`src/rtl/mips_mem_pkg.sv`:
```
// Shared types and default widths for the pipeline memory-port arbiter.
package mips_mem_pkg;

    localparam int ADDR_W_DEF = 32;
    localparam int DATA_W_DEF = 32;

    typedef enum logic [1:0] {
        ARB_IDLE,
        ARB_D_BUSY,
        ARB_I_BUSY
    } arb_state_t;

endpackage

```
`src/rtl/mem_port_arbiter_if.sv`:
```
// Bus bundle between the fetch/data requesters, the shared memory and the arbiter.
// The master modport is the arbiter's view; the slave modport is the surrounding pipeline and memory.
interface mem_port_arbiter_if
    import mips_mem_pkg::*;
#(
    parameter int ADDR_W = ADDR_W_DEF,
    parameter int DATA_W = DATA_W_DEF
);
    logic                  i_req;
    logic [ADDR_W-1:0]     i_addr;
    logic [DATA_W-1:0]     i_rdata;
    logic                  i_ready;

    logic                  d_req;
    logic                  d_we;
    logic [DATA_W/8-1:0]   d_be;
    logic [ADDR_W-1:0]     d_addr;
    logic [DATA_W-1:0]     d_wdata;
    logic [DATA_W-1:0]     d_rdata;
    logic                  d_ready;

    logic                  mem_req;
    logic                  mem_we;
    logic [DATA_W/8-1:0]   mem_be;
    logic [ADDR_W-1:0]     mem_addr;
    logic [DATA_W-1:0]     mem_wdata;
    logic [DATA_W-1:0]     mem_rdata;
    logic                  mem_valid;

    logic                  stall_f;
    logic                  stall_m;

    modport master (
        input  i_req, i_addr,
        output i_rdata, i_ready,
        input  d_req, d_we, d_be, d_addr, d_wdata,
        output d_rdata, d_ready,
        output mem_req, mem_we, mem_be, mem_addr, mem_wdata,
        input  mem_rdata, mem_valid,
        output stall_f, stall_m
    );

    modport slave (
        output i_req, i_addr,
        input  i_rdata, i_ready,
        output d_req, d_we, d_be, d_addr, d_wdata,
        input  d_rdata, d_ready,
        input  mem_req, mem_we, mem_be, mem_addr, mem_wdata,
        output mem_rdata, mem_valid,
        input  stall_f, stall_m
    );

endinterface

```
`src/rtl/mem_port_arbiter.sv`:
```
// Shares one variable-latency single-port memory between instruction fetch (I) and the
// MEM stage (D). D wins by default; a starvation counter forces an I grant after
// STARVE_MAX consecutive D grants taken while I was waiting.
module mem_port_arbiter
    import mips_mem_pkg::*;
#(
    parameter int ADDR_W     = ADDR_W_DEF,
    parameter int DATA_W     = DATA_W_DEF,
    parameter int STARVE_MAX = 4
) (
    input  logic               clk,
    input  logic               rst,
    mem_port_arbiter_if.master bus
);

    localparam int BE_W  = DATA_W / 8;
    localparam int CNT_W = $clog2(STARVE_MAX + 1);
    localparam logic [CNT_W-1:0] STARVE_LIM = CNT_W'(STARVE_MAX);

    arb_state_t          state_q, state_d;
    logic [CNT_W-1:0]    starve_cnt_q, starve_cnt_d;
    logic                mem_req_q, mem_req_d;
    logic                mem_we_q, mem_we_d;
    logic [BE_W-1:0]     mem_be_q, mem_be_d;
    logic [ADDR_W-1:0]   mem_addr_q, mem_addr_d;
    logic [DATA_W-1:0]   mem_wdata_q, mem_wdata_d;
    logic [DATA_W-1:0]   i_rdata_q, i_rdata_d;
    logic [DATA_W-1:0]   d_rdata_q, d_rdata_d;
    logic                i_ready_q, i_ready_d;
    logic                d_ready_q, d_ready_d;
    logic                d_elig;
    logic                i_elig;

    // Grant selection in IDLE, completion handling in the busy states, starvation bookkeeping.
    always_comb begin
        state_d      = state_q;
        starve_cnt_d = starve_cnt_q;
        mem_req_d    = mem_req_q;
        mem_we_d     = mem_we_q;
        mem_be_d     = mem_be_q;
        mem_addr_d   = mem_addr_q;
        mem_wdata_d  = mem_wdata_q;
        i_rdata_d    = i_rdata_q;
        d_rdata_d    = d_rdata_q;
        i_ready_d    = 1'b0;
        d_ready_d    = 1'b0;
        d_elig       = bus.d_req & ~d_ready_q;
        i_elig       = bus.i_req & ~i_ready_q;

        case (state_q)
            ARB_IDLE: begin
                if (i_elig && (!d_elig || starve_cnt_q == STARVE_LIM)) begin
                    state_d      = ARB_I_BUSY;
                    starve_cnt_d = '0;
                    mem_req_d    = 1'b1;
                    mem_we_d     = 1'b0;
                    mem_be_d     = '1;
                    mem_addr_d   = bus.i_addr;
                    mem_wdata_d  = '0;
                end else if (d_elig) begin
                    state_d      = ARB_D_BUSY;
                    if (i_elig) begin
                        starve_cnt_d = (starve_cnt_q == STARVE_LIM) ? STARVE_LIM : starve_cnt_q + 1'b1;
                    end else begin
                        starve_cnt_d = '0;
                    end
                    mem_req_d    = 1'b1;
                    mem_we_d     = bus.d_we;
                    mem_be_d     = bus.d_be;
                    mem_addr_d   = bus.d_addr;
                    mem_wdata_d  = bus.d_wdata;
                end
            end
            ARB_D_BUSY: begin
                if (bus.mem_valid) begin
                    state_d   = ARB_IDLE;
                    mem_req_d = 1'b0;
                    d_ready_d = 1'b1;
                    if (!mem_we_q) begin
                        d_rdata_d = bus.mem_rdata;
                    end
                end
            end
            ARB_I_BUSY: begin
                if (bus.mem_valid) begin
                    state_d   = ARB_IDLE;
                    mem_req_d = 1'b0;
                    i_ready_d = 1'b1;
                    i_rdata_d = bus.mem_rdata;
                end
            end
            default: begin
                state_d = ARB_IDLE;
            end
        endcase
    end

    // State and output registers; reset abandons any in-flight access.
    always_ff @(posedge clk or posedge rst) begin
        if (rst) begin
            state_q      <= ARB_IDLE;
            starve_cnt_q <= '0;
            mem_req_q    <= 1'b0;
            mem_we_q     <= 1'b0;
            mem_be_q     <= '0;
            mem_addr_q   <= '0;
            mem_wdata_q  <= '0;
            i_rdata_q    <= '0;
            d_rdata_q    <= '0;
            i_ready_q    <= 1'b0;
            d_ready_q    <= 1'b0;
        end else begin
            state_q      <= state_d;
            starve_cnt_q <= starve_cnt_d;
            mem_req_q    <= mem_req_d;
            mem_we_q     <= mem_we_d;
            mem_be_q     <= mem_be_d;
            mem_addr_q   <= mem_addr_d;
            mem_wdata_q  <= mem_wdata_d;
            i_rdata_q    <= i_rdata_d;
            d_rdata_q    <= d_rdata_d;
            i_ready_q    <= i_ready_d;
            d_ready_q    <= d_ready_d;
        end
    end

    assign bus.mem_req   = mem_req_q;
    assign bus.mem_we    = mem_we_q;
    assign bus.mem_be    = mem_be_q;
    assign bus.mem_addr  = mem_addr_q;
    assign bus.mem_wdata = mem_wdata_q;
    assign bus.i_rdata   = i_rdata_q;
    assign bus.d_rdata   = d_rdata_q;
    assign bus.i_ready   = i_ready_q;
    assign bus.d_ready   = d_ready_q;
    assign bus.stall_f   = bus.i_req & ~i_ready_q;
    assign bus.stall_m   = bus.d_req & ~d_ready_q;

endmodule

```
`src/flat_wrapper.sv`:
```
// flat-port wrapper written by rule: the top's interface ports become plain ports
module mem_port_arbiter_flat import mips_mem_pkg::*;
#(
    parameter int ADDR_W     = ADDR_W_DEF,
    parameter int DATA_W     = DATA_W_DEF,
    parameter int STARVE_MAX = 4
)
  (clk, rst, bus_i_req, bus_i_addr, bus_i_rdata, bus_i_ready, bus_d_req, bus_d_we, bus_d_be, bus_d_addr, bus_d_wdata, bus_d_rdata, bus_d_ready, bus_mem_req, bus_mem_we, bus_mem_be, bus_mem_addr, bus_mem_wdata, bus_mem_rdata, bus_mem_valid, bus_stall_f, bus_stall_m);
  mem_port_arbiter_if #(.ADDR_W(ADDR_W), .DATA_W(DATA_W)) bus_i ();
  input  logic clk;
  input  logic rst;
  input wire logic [$bits(bus_i.i_req)-1:0] bus_i_req;
  input wire logic [$bits(bus_i.i_addr)-1:0] bus_i_addr;
  output wire logic [$bits(bus_i.i_rdata)-1:0] bus_i_rdata;
  output wire logic [$bits(bus_i.i_ready)-1:0] bus_i_ready;
  input wire logic [$bits(bus_i.d_req)-1:0] bus_d_req;
  input wire logic [$bits(bus_i.d_we)-1:0] bus_d_we;
  input wire logic [$bits(bus_i.d_be)-1:0] bus_d_be;
  input wire logic [$bits(bus_i.d_addr)-1:0] bus_d_addr;
  input wire logic [$bits(bus_i.d_wdata)-1:0] bus_d_wdata;
  output wire logic [$bits(bus_i.d_rdata)-1:0] bus_d_rdata;
  output wire logic [$bits(bus_i.d_ready)-1:0] bus_d_ready;
  output wire logic [$bits(bus_i.mem_req)-1:0] bus_mem_req;
  output wire logic [$bits(bus_i.mem_we)-1:0] bus_mem_we;
  output wire logic [$bits(bus_i.mem_be)-1:0] bus_mem_be;
  output wire logic [$bits(bus_i.mem_addr)-1:0] bus_mem_addr;
  output wire logic [$bits(bus_i.mem_wdata)-1:0] bus_mem_wdata;
  input wire logic [$bits(bus_i.mem_rdata)-1:0] bus_mem_rdata;
  input wire logic [$bits(bus_i.mem_valid)-1:0] bus_mem_valid;
  output wire logic [$bits(bus_i.stall_f)-1:0] bus_stall_f;
  output wire logic [$bits(bus_i.stall_m)-1:0] bus_stall_m;
  assign bus_i.i_req = bus_i_req;
  assign bus_i.i_addr = bus_i_addr;
  assign bus_i_rdata = bus_i.i_rdata;
  assign bus_i_ready = bus_i.i_ready;
  assign bus_i.d_req = bus_d_req;
  assign bus_i.d_we = bus_d_we;
  assign bus_i.d_be = bus_d_be;
  assign bus_i.d_addr = bus_d_addr;
  assign bus_i.d_wdata = bus_d_wdata;
  assign bus_d_rdata = bus_i.d_rdata;
  assign bus_d_ready = bus_i.d_ready;
  assign bus_mem_req = bus_i.mem_req;
  assign bus_mem_we = bus_i.mem_we;
  assign bus_mem_be = bus_i.mem_be;
  assign bus_mem_addr = bus_i.mem_addr;
  assign bus_mem_wdata = bus_i.mem_wdata;
  assign bus_i.mem_rdata = bus_mem_rdata;
  assign bus_i.mem_valid = bus_mem_valid;
  assign bus_stall_f = bus_i.stall_f;
  assign bus_stall_m = bus_i.stall_m;
  mem_port_arbiter #(.ADDR_W(ADDR_W), .DATA_W(DATA_W), .STARVE_MAX(STARVE_MAX)) u_core (.clk(clk), .rst(rst), .bus(bus_i));
endmodule
```
`config.mk`:
```
export PLATFORM = sky130hd
export DESIGN_NAME = mem_port_arbiter_flat
export DESIGN_NICKNAME = d
export VERILOG_FILES = /design/src/rtl/mips_mem_pkg.sv /design/src/rtl/mem_port_arbiter_if.sv /design/src/rtl/mem_port_arbiter.sv /design/src/flat_wrapper.sv
export SDC_FILE = /design/constraint.sdc
export NUM_CORES = 1
export LEC_CHECK = 0
export ABC_AREA = 1
export BUFFER_PORTS_ARGS = -buffer_cell sky130_fd_sc_hd__buf_2
export CAP_MARGIN = 5
export CORE_AREA = 2 2 114 116
export DETAILED_ROUTE_END_ITERATION = 8
export DIE_AREA = 0 0 116 118
export GPL_TIMING_DRIVEN = 0
export HOLD_SLACK_MARGIN = 0.06
export PLACE_DENSITY = 0.82
export SLEW_MARGIN = 10
export SYNTH_ARGS = -nofsm -noshare
export SYNTH_HDL_FRONTEND = slang
export SYNTH_SLANG_ARGS = --single-unit
export TNS_END_PERCENT = 50
```
`constraint.sdc`:
```
create_clock -name clk -period 8.1 [get_ports clk]
set_input_delay 2.025 -clock clk [delete_from_list [all_inputs] [get_ports clk]]
set_output_delay 2.025 -clock clk [all_outputs]
set_load 0.05 [all_outputs]
```
==> summary.txt <==
STA
  – Fmax: 0.2021 GHz
  – RSZ-0062 raised after global routing: no
  – Hold Slack: 0.4680 ns
  – Worst-margin pin slew: 0.5744 ns
  – Slew Viols, Final: 0
  – Final Hold Fails: 0
  – Setup violators final: 0
  – Slew headroom: 0.6171
  – Post-Route Setup TNS: 0 ns
  – Clk_skew: 0.005058 ns
  – Final min period: 4.949 ns
  – Crit share post-route: 0.6110

Synthesis
  – Synth unique cells: 21
  – Post-Synthesis Cells: 739
  – Post-Syn Area per Cell: 8.460 um^2
  – Mapped Area: 6252 um^2
  – Synthesis warning total: 0
  – Most common cell in the synthesized netlist: nand2_1
  – Commonest cells in the netlist: 257 x nand2_1, 141 x dfrtp_1, 114 x inv_1
  – Yosys top cell area share: 0.5643
  – Yosys reg bits: 141
  – Sequential fraction of the synthesis area: 0.5643
  – Post-synth top area cell: dfrtp_1
  – Synth area leaders: dfrtp_1 56%, nand2_1 15%, nand3_1 8.2%
  – Post-synth EDFFs: 0
  – Share of async-settable or async-resettable flops after synthesis: 1.000
  – Ys flop type: dfrtp_1
  – Synthesized Nets: 883

Floorplanning
  – Ports: 276
  – Core Area: 12,410 um^2
  – Initial Util: 0.5036
  – Die height: 118 um
  – Die area: 13,690 um^2
  – Die W: 116 um
  – FP Rows: 41

Worst setup path
  – Critical Path AT: 2.92 ns
  – Worst setup EP type: output pin
  – RR Startpoint: u_core.state_q[0]
  – Startpoint Class: input pin
  – Worst r2r dst: u_core.bus.i_rdata[23]
  – Worst Path Required: 6.08 ns
  – Crit path kind: in2out
  – Reg2Reg Depth: 7
  – Reg2reg setup slack: 6.43 ns
  – CP max FO: 10

Routing
  – Drt pass-1 iters: 4
  – DR WL/cell: 14.35 um
  – DR vias: 5,841
  – Total Routed Length: 17.49 mm
  – Final ANT Viol Nets: 0
  – Residual DRC count: 0
  – Initial DRC Count: 416
  – Vias per cell: 4.792

Clock network
  – Number of setup buffers added after CTS: 0
  – Resized Gates After CTS: 0
  – H-tree Lvls: 4
  – Worst-Skew Late Latency: 0.42 ns
  – CTS Buf Count: 17
  – Root Buffer: clkbuf_16
  – Cts hold-fix bufs: 0
  – CTS tree: done
  – Clock Pin Slew Worst Setup and Hold Paths: 0.06 ns
  – CTS Sinks: 141
  – Bufs on Longest Clock Path: 2

Pwr
  – Sequential power share: 0.277
  – PD cells: 511.3 nW/um^2
  – Comb pwr share: 0.527
  – Clock power share: 0.196
  – Leak pwr: 5.147 nW
  – Peak VDD IR: 0.2742 mV
  – Switching share of power: 0.5152
  – Power consumption: 0.004362 W
  – Switching Power: 0.002247 W
  – Pint: 0.002115 W

Global route
  – Met3 Usage GRT: 0.05304
  – All-layer global routing usage: 0.2635
  – Global route total overflow: 0
  – Largest net degree at the start of global routing: 79
  – Vias in the first global route: 5,764
  – Most crowded layer after global routing: met2
  – Met2 Resource Use GR: 0.4386
  – Met1 usage: 0.3348
  – First-pass GRT wire length: 28.10 mm
  – Initial antenna violation count: 0

Placement
  – DP HPWL: 12.92 mm
  – PortBufs: 275
  – GPL Wtd Cong: 0.8898

Final layout
  – Share of cells above drive strength 1: 0.3543
  – Area growth, synth to finish: 36.46%
  – Finished Core Util: 0.6873
  – N_diodes: 0
  – Nets@finish: 1,178
  – Fillers: 1,049

Status
  – Outcome: finished, final reports clean

Hold path
  – Hold_sp: u_core.bus.mem_req
  – WHS Path Cells: 2
  – Hold EP: u_core.bus.mem_req
  – HP Class: reg2reg

Run
  – Max-Cap Viols: 0
routing by layer:
layer	wire [um]	up-vias
li1	-	2871
met1	7290	2731
met2	8726	202
met3	1013	37
met4	463	0
met5	0	-
flip-flops by register name, summed over array words and instances (netlist names), 2 cells and up:
signal / flops
u_core.bus.d_rdata: 32
u_core.bus.i_rdata: 32
u_core.bus.mem_addr: 32
u_core.bus.mem_wdata: 32
u_core.bus.mem_be: 4
u_core.starve_cnt_q: 3
u_core.state_q: 2
worst max-delay path by stage:
stage | slack [ns] | end | cells after the start | start
6_report | 3.15 | bus_stall_f | 5 | bus_i_req
5_1_grt | 3.12 | bus_stall_f | 5 | bus_i_req
4_1_cts | 3.18 | bus_stall_f | 5 | bus_i_req
3_5_place_dp | 3.18 | bus_stall_f | 5 | bus_i_req
3_3_place_gp | 0.76 | u_core.bus.mem_addr[6] | 2 | rst
2_1_floorplan | 2.29 | u_core.bus.d_rdata[0] | 1 | rst
cell type report:
cell class              instances  area [um^2]  area share
well taps                     172        215.2     0.02522
clock inverters                12        209.0     0.02449
repair buffers                276         1404      0.1645
multi-input cells             441         2024      0.2373
flip-flops and latches        141         3528      0.4136
plain buffers                  41        261.5     0.03065
inverters                     116        442.9     0.05191
clock buffers                  20        446.7     0.05235
cell usage in the layout, fill, tap and decap left out, drive strengths merged:
cell type / n
nor2: 1
clkinvlp: 2
nand2: 259
ha: 6
xnor2: 1
clkbuf: 24
clkinv: 2
bufinv: 5
dfrtp: 141
or2: 2
o21ai: 67
nand3: 103
inv: 119
nand4: 2
buf: 313
stage by stage:
stage          setup slack (ns)  area, um^2  std cells
2_1_floorplan             2.294        6252        739
3_3_place_gp             0.7617        7844       1186
3_5_place_dp              3.179        7876       1187
4_1_cts                   3.176        8532       1219
5_1_grt                   3.116        8532       1219
6_report                  3.151        8532       1219
power groups by stage:
stage / combinational, W / sequential [W] / clock (W)
3_5_place_dp: 0.00231 / 0.00120 / 0
5_1_grt: 0.00245 / 0.00124 / 0.000899
6_report: 0.00230 / 0.00121 / 0.000857
4_1_cts: 0.00231 / 0.00120 / 0.000866
3_3_place_gp: 0.00227 / 0.00120 / 0
2_1_floorplan: 0.000638 / 0.00228 / 0
critical path, cell delays in order:
cell	delay [ns]
buf_2	0.08
nand2_1	0.08
inv_2	0.16
buf_2	0.27
buf_2	0.31
logic make-up (layout without fill, tap and decap cells):
logic type	after synthesis	count (layout)	share of synthesized area
AO/OA/AOI/OAI	67	67	0.06624
XOR/XNOR	1	1	0.001401
adder cells (fa/ha/maj)	6	6	0.01201
buffers and inverters	157	465	0.1119
flip-flops	141	141	0.5643
AND/OR/NAND/NOR	367	367	0.2441
No activity file was read; power rests on OpenSTA's default activity.
